===== src/rtl/morse_symbol_decoder.sv =====
// Morse key decoder: synchronizes and debounces a single key, times each press
// and release in Morse units, collects up to five dot/dash symbols and commits
// them as a 5-bit character code with a one-cycle shift strobe.
module morse_symbol_decoder #(
  parameter int UNIT_CYCLES  = 50_000_000,
  parameter int DEB_CYCLES   = 1_000_000,
  parameter int DASH_UNITS   = 2,
  parameter int LETTER_UNITS = 3,
  parameter int WORD_UNITS   = 7
) (
  input  logic       clk,
  input  logic       rst_n,
  input  logic       key,
  output logic [4:0] char_num,
  output logic       shift,
  output logic [2:0] sym_count,
  output logic       key_down
);

  localparam int CYC_W = (UNIT_CYCLES > 1) ? $clog2(UNIT_CYCLES) : 1;
  localparam int DEB_W = (DEB_CYCLES > 1) ? $clog2(DEB_CYCLES) : 1;
  localparam logic [CYC_W-1:0] CYC_LAST = CYC_W'(UNIT_CYCLES - 1);
  localparam logic [DEB_W-1:0] DEB_LAST = DEB_W'(DEB_CYCLES - 1);
  localparam logic [3:0] DASH_U   = 4'(DASH_UNITS);
  localparam logic [3:0] LETTER_U = 4'(LETTER_UNITS);
  localparam logic [3:0] WORD_U   = 4'(WORD_UNITS);
  localparam logic [4:0] CODE_ERR = 5'd27;

  typedef enum logic [2:0] {
    WAIT_UP,
    IDLE,
    PRESS,
    GAP,
    COMMIT,
    STROBE
  } state_t;

  state_t           state_q;
  logic             keyMeta_q, keySync_q;
  logic             keyDown_q, keyDown_d;
  logic [DEB_W-1:0] debCnt_q, debCnt_d;
  logic [CYC_W-1:0] cycCnt_q, cycCnt_d;
  logic [3:0]       unitCnt_q, unitCnt_d;
  logic             unitTick, keyToggle, keyFall;
  logic [4:0]       symBits_q;
  logic [2:0]       symCount_q;
  logic             ovf_q, armed_q;
  logic [4:0]       charNum_q;
  logic             shift_q;
  logic [1:0]       waitCnt_q;

  // Symbol pattern to character code. The newest symbol sits in the LSB, so the
  // first symbol of the letter is the highest used bit; unused high bits are 0.
  function automatic logic [4:0] lookupChar(input logic [2:0] cnt, input logic [4:0] bits);
    logic [4:0] code;
    code = CODE_ERR;
    case ({cnt, bits})
      8'b001_00000: code = 5'd5;   // E .
      8'b001_00001: code = 5'd20;  // T -
      8'b010_00000: code = 5'd9;   // I ..
      8'b010_00001: code = 5'd1;   // A .-
      8'b010_00010: code = 5'd14;  // N -.
      8'b010_00011: code = 5'd13;  // M --
      8'b011_00000: code = 5'd19;  // S ...
      8'b011_00001: code = 5'd21;  // U ..-
      8'b011_00010: code = 5'd18;  // R .-.
      8'b011_00011: code = 5'd23;  // W .--
      8'b011_00100: code = 5'd4;   // D -..
      8'b011_00101: code = 5'd11;  // K -.-
      8'b011_00110: code = 5'd7;   // G --.
      8'b011_00111: code = 5'd15;  // O ---
      8'b100_00000: code = 5'd8;   // H ....
      8'b100_00001: code = 5'd22;  // V ...-
      8'b100_00010: code = 5'd6;   // F ..-.
      8'b100_00100: code = 5'd12;  // L .-..
      8'b100_00110: code = 5'd16;  // P .--.
      8'b100_00111: code = 5'd10;  // J .---
      8'b100_01000: code = 5'd2;   // B -...
      8'b100_01001: code = 5'd24;  // X -..-
      8'b100_01010: code = 5'd3;   // C -.-.
      8'b100_01011: code = 5'd25;  // Y -.--
      8'b100_01100: code = 5'd26;  // Z --..
      8'b100_01101: code = 5'd17;  // Q --.-
      default:      code = CODE_ERR;
    endcase
    return code;
  endfunction

  // Debounce: the filtered level flips only after the synced key has disagreed
  // with it for DEB_CYCLES consecutive cycles; any agreement restarts the count.
  always_comb begin
    keyDown_d = keyDown_q;
    debCnt_d  = '0;
    if (keySync_q != keyDown_q) begin
      if (debCnt_q == DEB_LAST) begin
        keyDown_d = keySync_q;
      end else begin
        debCnt_d = debCnt_q + 1'b1;
      end
    end
  end

  assign keyToggle = (keyDown_d != keyDown_q);
  assign keyFall   = keyToggle & keyDown_q;

  // Unit timebase: free-running cycle counter plus a saturating unit counter that
  // restarts on every filtered key edge so it measures the current press or gap.
  always_comb begin
    unitTick  = (cycCnt_q == CYC_LAST);
    cycCnt_d  = unitTick ? '0 : cycCnt_q + 1'b1;
    unitCnt_d = unitCnt_q;
    if (keyToggle) begin
      unitCnt_d = 4'd0;
    end else if (unitTick && (unitCnt_q != 4'hF)) begin
      unitCnt_d = unitCnt_q + 4'd1;
    end
  end

  // Input synchronizer, debounce and timebase registers.
  always_ff @(posedge clk or negedge rst_n) begin
    if (!rst_n) begin
      keyMeta_q <= 1'b0;
      keySync_q <= 1'b0;
      keyDown_q <= 1'b0;
      debCnt_q  <= '0;
      cycCnt_q  <= '0;
      unitCnt_q <= 4'd0;
    end else begin
      keyMeta_q <= key;
      keySync_q <= keyMeta_q;
      keyDown_q <= keyDown_d;
      debCnt_q  <= debCnt_d;
      cycCnt_q  <= cycCnt_d;
      unitCnt_q <= unitCnt_d;
    end
  end

  // Letter FSM: collects symbols, commits letters, emits one blank per idle period.
  always_ff @(posedge clk or negedge rst_n) begin
    if (!rst_n) begin
      state_q    <= WAIT_UP;
      symBits_q  <= 5'd0;
      symCount_q <= 3'd0;
      ovf_q      <= 1'b0;
      armed_q    <= 1'b0;
      charNum_q  <= 5'd0;
      shift_q    <= 1'b0;
      waitCnt_q  <= 2'd0;
    end else begin
      shift_q <= 1'b0;
      case (state_q)
        WAIT_UP: begin
          // Give the synchronizer time to see a key held through reset.
          if (waitCnt_q != 2'd3) begin
            waitCnt_q <= waitCnt_q + 2'd1;
          end else if (!keyDown_q && !keySync_q && (debCnt_q == '0)) begin
            state_q <= IDLE;
          end
        end
        IDLE: begin
          if (keyDown_q) begin
            state_q <= PRESS;
          end else if (armed_q && (unitCnt_q >= WORD_U)) begin
            charNum_q <= 5'd0;
            shift_q   <= 1'b1;
            armed_q   <= 1'b0;
          end
        end
        PRESS: begin
          if (keyFall) begin
            if (symCount_q == 3'd5) begin
              ovf_q <= 1'b1;
            end else begin
              symBits_q  <= {symBits_q[3:0], (unitCnt_q >= DASH_U)};
              symCount_q <= symCount_q + 3'd1;
            end
            state_q <= GAP;
          end
        end
        GAP: begin
          if (keyDown_q) begin
            state_q <= PRESS;
          end else if (unitCnt_q >= LETTER_U) begin
            state_q <= COMMIT;
          end
        end
        COMMIT: begin
          charNum_q  <= ovf_q ? CODE_ERR : lookupChar(symCount_q, symBits_q);
          symBits_q  <= 5'd0;
          symCount_q <= 3'd0;
          ovf_q      <= 1'b0;
          armed_q    <= 1'b1;
          shift_q    <= 1'b1;
          state_q    <= STROBE;
        end
        STROBE: begin
          state_q <= IDLE;
        end
        default: begin
          state_q <= IDLE;
        end
      endcase
    end
  end

  assign char_num  = charNum_q;
  assign shift     = shift_q;
  assign sym_count = symCount_q;
  assign key_down  = keyDown_q;

endmodule


===== config.mk =====
export PLATFORM = sky130hd
export DESIGN_NAME = morse_symbol_decoder
export DESIGN_NICKNAME = d
export VERILOG_FILES = /design/src/rtl/morse_symbol_decoder.sv
export SDC_FILE = /design/constraint.sdc
export NUM_CORES = 1
export LEC_CHECK = 0
export CAP_MARGIN = 20
export CORE_ASPECT_RATIO = 0.5
export CORE_MARGIN = 4
export CORE_UTILIZATION = 47
export DETAILED_ROUTE_END_ITERATION = 10
export HOLD_SLACK_MARGIN = 0.05
export MAX_ROUTING_LAYER = met4
export RECOVER_POWER = 100
export SLEW_MARGIN = 20
export SYNTH_ARGS = -nofsm -noshare
export SYNTH_HDL_FRONTEND = slang
export SYNTH_SLANG_ARGS = --single-unit

===== constraint.sdc =====
create_clock -name clk -period 4.7 [get_ports clk]
set_clock_uncertainty 0.2 [all_clocks]
set_input_delay 0.94 -clock clk [delete_from_list [all_inputs] [get_ports clk]]
set_output_delay 0.94 -clock clk [all_outputs]
set_load 0.005 [all_outputs]

Yosys cells after proc, flatten, opt, wreduce, memory -nomap -nowiden
Index checks and enable logic that the tools add are counted.
{"block": "totals", "word_cells": 119, "output_inout_bits": 10, "register_bits": 74, "input_bits": 3}
{"block": "classes", "n_lt_le_gt_ge": 3, "n_bitwise": 1, "mux": 34, "add_sub_neg": 5, "eq_ne": 46, "reduce_logical": 16}
{"cell": "$pmux 5 s26", "n": 1}
{"cell": "$eq 8x7->1 const B", "n": 12}
{"cell": "$eq 8x8->1 const B", "n": 12}
{"cell": "$mux 20", "n": 2}
{"cell": "$add 26x1->26 const B", "n": 1}
{"cell": "$eq 26x26->1 const B", "n": 1}
{"cell": "$mux 26", "n": 1}
{"cell": "$mux 5", "n": 5}
{"cell": "$mux 3", "n": 8}
{"cell": "$add 20x1->20 const B", "n": 1}
{"cell": "$eq 20x20->1 const B", "n": 1}
{"cell": "$logic_not 20->1", "n": 1}
{"cell": "$pmux 5 s2", "n": 2}
{"cell": "$ne 2x2->1 const B", "n": 9}
{"cell": "$eq 8x6->1 const B", "n": 2}
{"cell": "$pmux 3 s5", "n": 1}
{"cell": "$reduce_and 3->1", "n": 3}
{"cell": "$ge 4x2->1 const B", "n": 2}
{"cell": "$mux 1", "n": 8}
{"cell": "$mux 4", "n": 2}
{"cell": "$eq 3x2->1 const B", "n": 2}
{"cell": "$eq 3x3->1 const B", "n": 2}
{"cell": "$pmux 1 s2", "n": 3}
{"cell": "$pmux 3 s2", "n": 1}
{"cell": "other kinds (15)", "n": 22}

Depth between registers and ports, before layout
Gate-level depths: netlist (run 1).
{"block": "depth", "depth_word": 7, "mapped_depth": 12, "ltp_nobuf": 11}

Worst setup path before layout (run 1)
No wires, ideal clock.
{"block": "synth_path", "path_kind": "reg2reg", "from": "register debCnt_q[15]", "to": "register symBits_q[3]", "t_arrival_ns": 2.454, "t_required_ns": 4.417, "path_slack_ns": 1.963, "stages_incl_launch_ff": 13, "period_less_slack_ns": 2.737, "n_path_buf": 1, "cell_sequence": "dfrtp_1 > nor4_1 > nand2_1 > nor4_1 > nor2_1 > a21oi_1 > ha_1 > nand2_1 > o31ai_1 > nor2b_1 > clkbuf_1 > nand3_1 > o21ai_0"}
{"block": "synth_via", "elab_chain_cells": 7}
{"item": "start, declared", "line": "41", "text": "logic [DEB_W-1:0] debCnt_q, debCnt_d;"}
{"item": "start signal, assigned", "line": "132", "text": "debCnt_q <= debCnt_d;"}
{"item": "$eq 20x20->1", "line": "95", "text": "if (debCnt_q == DEB_LAST) begin"}
{"item": "$mux 1", "line": "95"}
{"item": "$mux 1", "line": "94", "text": "if (keySync_q != keyDown_q) begin"}
{"item": "$ne 1x1->1", "line": "103", "text": "assign keyToggle = (keyDown_d != keyDown_q);"}
{"item": "$and 1x1->1", "line": "104", "text": "assign keyFall = keyToggle & keyDown_q;"}
{"item": "$ne 2x2->1 (no line)"}
{"item": "$reduce_and 3->1 (no line)"}
{"item": "end signal, assigned", "line": "174", "text": "symBits_q <= {symBits_q[3:0], (unitCnt_q >= DASH_U)};"}
{"item": "end, declared", "line": "45", "text": "logic [4:0] symBits_q;"}
No other way between the ends.
A chain may end at the register's enable or synchronous reset.

Worst setup path in the final report (run 1)
{"block": "layout_path", "from": "register cycCnt_q[2]", "to": "register unitCnt_q[3]"}
{"block": "layout_via", "elab_chain_cells": 3}
{"item": "start, declared", "line": "42", "text": "logic [CYC_W-1:0] cycCnt_q, cycCnt_d;"}
{"item": "start signal, assigned", "line": "133", "text": "cycCnt_q <= cycCnt_d;"}
{"item": "$eq 26x26->1", "line": "109", "text": "unitTick = (cycCnt_q == CYC_LAST);"}
{"item": "$logic_and 1x1->1", "line": "114", "text": "end else if (unitTick && (unitCnt_q != 4'hF)) begin"}
{"item": "$reduce_bool 2->1 (no line)"}
{"item": "end signal, assigned", "line": "134", "text": "unitCnt_q <= unitCnt_d;"}
{"item": "end, declared", "line": "43", "text": "logic [3:0] unitCnt_q, unitCnt_d;"}
No other way between the ends.

==> results of run 1 <==
per-stage QoR:
stage | hold WS (ns) | total power [mW] | worst slack (ns) | util (%) | instances
after floorplan | 0.131 | 0.676 | 1.96 | - | 444
after global placement | 0.132 | 0.693 | 1.62 | 51.8 | 547
after detailed placement | 0.140 | 0.694 | 1.47 | 51.8 | 547
after CTS | 0.152 | 1.36 | 1.42 | 55.3 | 562
after global routing | 0.164 | 1.40 | 0.943 | 55.0 | 562
final | 0.150 | 1.34 | 1.45 | 55.0 | 562
cell type report:
type / count / area (µm²) / area share, %
Clock buffer: 14 / 284 / 6.24
Clock inverter: 1 / 7.51 / 0.165
Inverter: 21 / 78.8 / 1.73
Multi-Input combinational cell: 328 / 2080 / 45.6
Sequential cell: 74 / 1850 / 40.7
Tap cell: 112 / 140 / 3.08
Timing Repair Buffer: 12 / 115 / 2.53
power by group:
group | leakage [nW] | switching, mW | internal (mW)
clock network | 0.141 | 0.249 | 0.412
registers | 0.998 | 0.00910 | 0.643
logic | 0.765 | 0.0208 | 0.00849
cells by family after synthesis:
group | count (synthesis)
multiplexers | 3
flip-flops | 74
XOR/XNOR | 43
adder cells (fa/ha/maj) | 10
AND/OR/NAND/NOR | 203
AO/OA/AOI/OAI | 69
buffers and inverters | 42
registers in the layout, indices dropped and copies added (netlist names):
signal / cells
armed_q: 1
char_num: 5
cycCnt_q: 26
debCnt_q: 20
keyMeta_q: 1
keySync_q: 1
key_down: 1
ovf_q: 1
shift: 1
state_q: 3
symBits_q: 5
sym_count: 3
unitCnt_q: 4
waitCnt_q: 2
per-layer routing:
layer / global-route usage, % / share of wire (%) / up-vias
met2: 30.7 / 48 / 48
met5: - / 0 / -
met1: 22.4 / 47 / 1571
met3: 5.78 / 3.2 / 12
met4: 7.20 / 1.2 / 0
li1: - / - / 1585
layout by cell type (no fill, tap or decap), types with 2 or more instances in the layout:
cell type,Yosys,layout
o21a_1,2,2
o22ai_1,2,2
or3_1,2,2
dfrtp_1,74,74
a21oi_1,16,16
mux2i_1,2,2
o21ai_0,21,21
ha_1,10,10
dlygate4sd3_1,0,11
xnor2_1,31,31
clkbuf_8,0,4
nor4b_1,3,3
a22oi_1,2,2
o31a_1,2,2
and4b_1,2,2
nor3b_1,3,4
and3b_1,3,3
o211ai_1,3,3
nand2b_1,4,4
clkbuf_16,0,9
nand4_1,14,14
nor3_1,9,9
a21o_1,2,2
nor4_1,16,16
inv_1,21,21
nand3b_1,2,2
nor2b_1,4,4
and4_1,6,6
o31ai_1,6,6
nand3_1,20,21
nor2_1,50,50
xor2_1,12,12
and2_1,10,10
nand2_1,37,37
a31oi_1,3,3
and3_1,6,6
how the worst min path moves through the flow:
stage,start,to
CTS,keyMeta_q,keySync_q
floorplan,keyMeta_q,keySync_q
global route,keyMeta_q,keySync_q
global placement,keyMeta_q,keySync_q
finish,keyMeta_q,keySync_q
detailed placement,keyMeta_q,keySync_q
critical path, delay by kind of cell (launching register included):
family,cells,cell delay (ns)
and+or+nand+nor,4,2.38
DFF,1,0.42
AOI/OAI and AO/OA,1,0.14
==> impl_metrics.tcl, run 1 <==
set metrics [dict create \
    outcome "complete, but fails checks" \
    violations "max-capacitance violations, max-slew violations" \
    die_area_um2 10500 \
    finalMaxSlewViolations 95 \
    synth.most_common_cell "dfrtp_1" \
    r2r_end "unitCnt_q[3]" \
    clockBufferDepth 2 \
    grt_max_degree 75 \
    yosys.area_share.adder_pct 3.03 \
    numPortBuffers 12 \
    critical_path.startpoint "cycCnt_q[2]" \
    worst_pin_slew_ns 1.83 \
    die_h_um 74.3 \
    postCtsSetupBuffers 0 \
    postRouteAntennaNets 0 \
    synth-simple-area-share_pct 27.5 \
    nFillCells 749 \
    grt.overflow.total 0 \
    synth_edf_count 0 \
    synth_area_um2 4130 \
    worstPathMaxFanout 19 \
    slowest_stage "nor4_2" \
    hold_viol_final 0 \
    worstSkewPairLatency_ns 0.33 \
    wirelength_um 8780 \
    synth_top_family_by_area "simple AND/OR/NAND/NOR gates" \
    power.density_nw_per_um2 295 \
    synthArstFlopShare_pct 100 \
    ys_ff_latch 74 \
    yosysTopAreaCell "dfrtp_1" \
    yosys_warnings 0 \
    antenna_found_initial 0 \
    finalSetupViolations 0 \
    hold_path_class "reg -> reg" \
    crit_path_start_kind "register" \
    h-tree-depth 3 \
    cp.arrival_ns 3.28 \
    critPathCaptureType "register" \
    synth-xor-area-share_pct 9.11 \
    fp-row-count 23 \
    clock-root-buffer "clkbuf_16" \
    dp_hpwl_um 5960 \
    synth_compound_area_share_pct 10.5 \
    yosysSeqAreaShare_pct 44.8 \
    cts-resized-gates 0 \
    dieWidth_um 141 \
    cts_tree "built" \
    clk_pin_slew_ns 0.06 \
    start_util_pct 49.9 \
    cts_sinks 74 \
    hold_depth 0 \
    cp_cell_sequence "and4_1 > nand3_1 > nor4_2 > a21oi_1 > nor3b_1" \
    synthesis.nets 457 \
    fin_tns_setup_ns 0 \
    post-route-period-util_pct 69.1 \
    post-route-min-period_ns 3.25 \
    synth_common_cells "dfrtp_1, nor2_1, nand2_1" \
    ir_drop_mv 0.168 \
    route.detailed.drc 0 \
    viasPerCell 5.72 \
    layout-drive-gt1-share_pct 4.89 \
    grt_usage_pct 18.9 \
    synthFlopType "dfrtp_1" \
    leakagePower_nw 1.90 \
    cts_hold_buffers 0 \
    syn2layout_area_growth_pct 10.2 \
    vias 3216 \
    routedWlPerCell_um 15.6 \
    rsz0062_at_grt "false" \
    cp.required_ns 4.73 \
    core_region_area_um2 8290 \
    reg2reg_depth 5 \
    drv_cap 2 \
    post_dp_cell_area_um2 4290 \
    slew_headroom_pct -21.8 \
    grt_pass1_vias 3093 \
    cts_inserted_buffers 9 \
    netlist_instances 444 \
    synthDominantCellAreaShare_pct 44.8 \
    ys_types 60 \
    num_io_pins 13 \
    drtIter0Drc 160 \
    endpoint "unitCnt_q[3]" \
    drt_first_pass_iters 4 \
    crit_type "reg -> reg" \
    synth_mux_area_share_pct 0.757 \
    fmax_mhz 308 \
    finalInstanceArea_um2 4550 \
    worstReg2RegStart "cycCnt_q[2]" \
    worst_path_largest_cell_delay_ns 1.45 \
    avgSynthCellArea_um2 9.31 \
    gp_congestion 0.863 \
    synthTopCellsByArea "dfrtp_1, xnor2_1, nor2_1" \
    diodes 0 \
    reg2reg_slack_ns 1.45 \
    nets 459 \
    grt_pass1_wl_um 15000 \
]
No activity file was read; power rests on OpenSTA's default activity.
==> run 2, diff against run 1 <==
==> constraint.sdc (replaced) <==
create_clock -name clk -period 3.1 [get_ports clk]
set_clock_uncertainty 0.2 [all_clocks]
set_input_delay 0.62 -clock clk [delete_from_list [all_inputs] [get_ports clk]]
set_output_delay 0.62 -clock clk [all_outputs]
set_load 0.005 [all_outputs]
==> impl_metrics.tcl, run 2 (synthesis gave the netlist of run 1 again) <==
set metrics [dict create \
    outcome "complete, but fails checks" \
    violations "max-capacitance violations, max-slew violations" \
    crit_type "reg -> reg" \
    start_util_pct 49.9 \
    nFillCells 738 \
    final_cell_mix "dfrtp_1, nor2_1, nand2_1" \
    wirelength_um 8660 \
    grt_max_degree 75 \
    p_clk_share_pct 51.8 \
    final_util_pct 55.6 \
    post_dp_cell_area_um2 4310 \
    grt_usage_pct 18.3 \
    viasPerCell 5.72 \
    grt_pass1_vias 3118 \
    critPathCaptureType "register" \
    post-route-period-util_pct 91.4 \
    final_common_cell "dfrtp_1" \
    cp.arrival_ns 2.84 \
    post-route-min-period_ns 2.83 \
    seqCellArea_um2 1850 \
    slew_headroom_pct -21.0 \
    nets 462 \
    vias 3240 \
    fin_tns_setup_ns 0 \
    multiInputGateArea_um2 2080 \
    dp_hpwl_um 5860 \
    finalMaxSlewViolations 75 \
    ir_drop_mv 0.290 \
    core_region_area_um2 8290 \
    grt_pass1_wl_um 14800 \
    cts_tree "built" \
    h-tree-depth 3 \
    gp_congestion 0.868 \
    p_seq_share_pct 46.1 \
    worst_pin_slew_ns 1.81 \
    cp_cell_sequence "and4_1 > nand3_1 > nor4_2 > clkbuf_1 > nor2_1" \
    drt_first_pass_iters 7 \
    drv_cap 1 \
    reg.largest.list "cycCnt_q x26, debCnt_q x20" \
    numPortBuffers 12 \
    drtIter0Drc 107 \
    worstSkewPairLatency_ns 0.33 \
    syn2layout_area_growth_pct 11.5 \
    dieWidth_um 141 \
    leakagePower_nw 1.93 \
    slowest_stage "nor4_2" \
    die_h_um 74.3 \
    finalPower_mw 2.14 \
    route.detailed.drc 0 \
    hold_path_class "reg -> reg" \
    diodes 0 \
    postRouteAntennaNets 0 \
    cp.required_ns 3.10 \
    worstPathMaxFanout 11 \
    pwr-share-comb_pct 2.1 \
    p_sw_mw 0.431 \
    fp-row-count 23 \
    grt.overflow.total 0 \
    crit_path_start_kind "register" \
    fmax_mhz 353 \
    power.share.switching_pct 20.1 \
    finalInstanceArea_um2 4610 \
    postCtsSetupBuffers 0 \
    p_int_mw 1.71 \
    clk_pin_slew_ns 0.06 \
    die_area_um2 10500 \
    finalSetupViolations 0 \
    worst_path_largest_cell_delay_ns 0.93 \
    clockBufferDepth 2 \
    clock-root-buffer "clkbuf_16" \
    cts_inserted_buffers 9 \
    power.density_nw_per_um2 465 \
    num_io_pins 13 \
    routedWlPerCell_um 15.3 \
    antenna_found_initial 0 \
    largest_register_ffs 26 \
    hold_viol_final 0 \
    rsz0062_at_grt "false" \
    layout-drive-gt1-share_pct 5.73 \
    holdWs_ns 0.189 \
    largest_register "cycCnt_q" \
    cts_sinks 74 \
]
==> run 2: cell count changes in the layout (fill, tap and decap cells not counted), sizes merged <==
cell	before	now
buf	0	1
bufinv	0	2
clkbuf	15	14
clkinv	0	2
==> run 2: final cells by class <==
type	instances	area share [%]
multi-input combinational	328	45.2
sequential	74	40.2
clock buffer	11	5.27
tap	112	3.04
timing repair buffer	15	2.91
inverter	21	1.71
clock inverter	5	1.68
==> run 2: repair_timing <==
item	4_1_cts	5_1_grt
hold buffers	0	0
endpoints found under the setup margin	0	6
endpoints found under the hold margin	0	0
gates resized for setup	0	1
==> run 2: path summary, 6_finish.rpt <==
kind                              from            to  slack, ns  depth (start not counted)
hold reg to reg              keyMeta_q     keySync_q       0.19                          0
max in group asynchronous        rst_n    state_q[0]       1.04                          1
setup / recovery           cycCnt_q[2]  cycCnt_q[17]       0.27                          5
setup reg to reg           cycCnt_q[2]  cycCnt_q[17]       0.27                          5
hold / removal               keyMeta_q     keySync_q       0.19                          0
min in group asynchronous        rst_n  cycCnt_q[25]       0.57                          1
==> run 2: critical path: cells and delay by family (launching register included) <==
kind / cells / cell delay [ns]
flip-flops: 1 / 0.42
AND/OR/NAND/NOR: 4 / 1.67
buffers and inverters: 1 / 0.40
==> run 2: per-layer routing <==
layer	wire length, µm	GRT usage [%]
met5	0	-
met4	114	5.37
met3	372	5.07
met2	4150	30.2
met1	4020	22.4
==> run 2: stage by stage <==
| step | setup WS, ns | std cells |
|---|---|---|
| floorplan | 0.363 | 444 |
| global placement | 0.441 | 550 |
| detailed placement | 0.231 | 550 |
| CTS | 0.207 | 566 |
| global route | 0.0504 | 566 |
| finish | 0.265 | 566 |
==> run 2: power groups by stage <==
| stage | logic [mW] | clock network (mW) | registers, mW |
|---|---|---|---|
| floorplan | 0.0286 | 0 | 0.996 |
| CTS | 0.0478 | 1.14 | 0.987 |
| finish | 0.0449 | 1.11 | 0.988 |
| global placement | 0.0452 | 0 | 1.00 |
| detailed placement | 0.0471 | 0 | 1.00 |
| global route | 0.0544 | 1.19 | 0.989 |
==> run 3, diff against run 2 <==
--- a/config.mk
+++ b/config.mk
@@ -6,7 +6,6 @@
 export NUM_CORES = 1
 export LEC_CHECK = 0
 export CAP_MARGIN = 20
-export CORE_ASPECT_RATIO = 0.5
 export CORE_MARGIN = 4
 export CORE_UTILIZATION = 47
 export DETAILED_ROUTE_END_ITERATION = 10
==> impl_metrics.tcl, run 3 (synthesis gave the netlist of run 1 again) <==
set metrics [dict create \
    cts-resized-gates 0 \
    nets 462 \
    cts_sinks 74 \
    route.detailed.drc 0 \
    setup_slack_ns 0.320 \
    cts_tree "built" \
    post_dp_cell_area_um2 4310 \
    drv_cap 1 \
    finalSetupViolations 0 \
    grt_pass1_vias 2998 \
    power.density_nw_per_um2 377 \
    leakagePower_nw 1.87 \
    rsz0062_at_grt "false" \
    largest_register_ffs 26 \
    crit_family "simple AND/OR/NAND/NOR gates" \
    worstPathMaxFanout 14 \
    routedWlPerCell_um 14.5 \
    worst_path_most_repeated_cell "nand2_1" \
    nFillCells 769 \
    antenna_found_initial 0 \
    post-route-period-util_pct 89.7 \
    ir_drop_mv 0.253 \
    vias 3168 \
    wirelength_um 8120 \
    diodes 0 \
    finalMaxSlewViolations 75 \
    fin_cells 559 \
    start_util_pct 49.3 \
    hold_viol_final 0 \
    grt_usage_pct 17.7 \
    clockBufferDepth 2 \
    violations "max-capacitance violations, max-slew violations" \
    fmax_mhz 360 \
    outcome "complete, but fails checks" \
    gp_congestion 0.875 \
    dp_hpwl_um 5520 \
    cp.required_ns 3.16 \
    dieWidth_um 102 \
    final_cell_mix "dfrtp_1, nor2_1, nand2_1" \
    num_io_pins 13 \
    holdWs_ns 0.160 \
    grt_max_degree 75 \
    fp-row-count 33 \
    worst_path_largest_cell_delay_ns 0.43 \
    worst_pin_slew_ns 1.80 \
    finalInstanceArea_um2 4460 \
    slew_headroom_pct -19.7 \
    h-tree-depth 3 \
    final_util_pct 53.2 \
    hold_path_class "reg -> reg" \
    die_h_um 102 \
    layout-drive-gt1-share_pct 6.17 \
    slowest_stage "dfrtp_1" \
    worstSkewPairLatency_ns 0.34 \
    finalPower_mw 1.68 \
    drt_first_pass_iters 4 \
    crit_path_start_kind "register" \
    final_common_cell "dfrtp_1" \
    cts_hold_buffers 0 \
    cp_cell_sequence "and3_1 > nand3_1 > nor4_2 > nor2_1 > a21oi_1 > ha_1 > nand2_1 > o31ai_1 > nor2b_1 > buf_4 > nand2_1 > mux2i_1" \
    core_region_area_um2 8380 \
    dp_cells 543 \
    drtIter0Drc 136 \
    die_area_um2 10400 \
    fin_tns_setup_ns 0 \
    cp_num_buf_inv 1 \
    syn2layout_area_growth_pct 7.90 \
    largest_register "cycCnt_q" \
    reg.largest.list "cycCnt_q x26, debCnt_q x20" \
    crit_type "reg -> reg" \
    numPortBuffers 12 \
    postCtsSetupBuffers 0 \
    cp.arrival_ns 2.84 \
    place_ws_ns 0.213 \
    clock-root-buffer "clkbuf_8" \
    cts_inserted_buffers 9 \
    viasPerCell 5.67 \
    critPathCaptureType "register" \
    clk_pin_slew_ns 0.08 \
    postRouteAntennaNets 0 \
    grt_pass1_wl_um 14100 \
    grt.overflow.total 0 \
    post-route-min-period_ns 2.78 \
]
==> run 3: changes by cell type in the layout (fill, tap and decap cells not counted), sizes merged <==
| cell | delta |
|---|---|
| bufinv | -2 |
| buf | +1 |
| clkbuf | -2 |
| clkinv | +3 |
==> run 3: where the power goes <==
part	internal [mW]	switching [mW]	total, mW
sequential	0.973	0.0137	0.986
combinational	0.0127	0.0306	0.0433
clock	0.305	0.347	0.652
total	1.29	0.391	1.68
==> run 3: per-layer routing <==
layer | vias to the layer above | share of wire [%] | track usage (%)
met4 | 0 | 0.91 | 4.09
met1 | 1527 | 49 | 23.4
li1 | 1577 | - | -
met3 | 6 | 4.2 | 4.61
met5 | - | 0 | -
met2 | 58 | 46 | 27.4
==> run 3: path summary, 6_finish.rpt <==
kind	endpoint	startpoint	slack [ns]	cells after the start
worst min register to register	keySync_q	keyMeta_q	0.16	0
worst max-delay path	sym_count[0]	debCnt_q[2]	0.32	12
max in group asynchronous	cycCnt_q[17]	rst_n	1.09	1
min in group asynchronous	debCnt_q[16]	rst_n	0.56	1
worst max register to register	sym_count[0]	debCnt_q[2]	0.32	12
worst min-delay path	keySync_q	keyMeta_q	0.16	0
==> run 3: cell type report <==
type | count | area (µm²) | area share, %
Clock inverter | 6 | 32.5 | 0.729
Sequential cell | 74 | 1850 | 41.5
Clock buffer | 10 | 138 | 3.09
Tap cell | 105 | 131 | 2.95
Timing Repair Buffer | 15 | 134 | 3.00
Inverter | 21 | 78.8 | 1.77
Multi-Input combinational cell | 328 | 2090 | 47.0
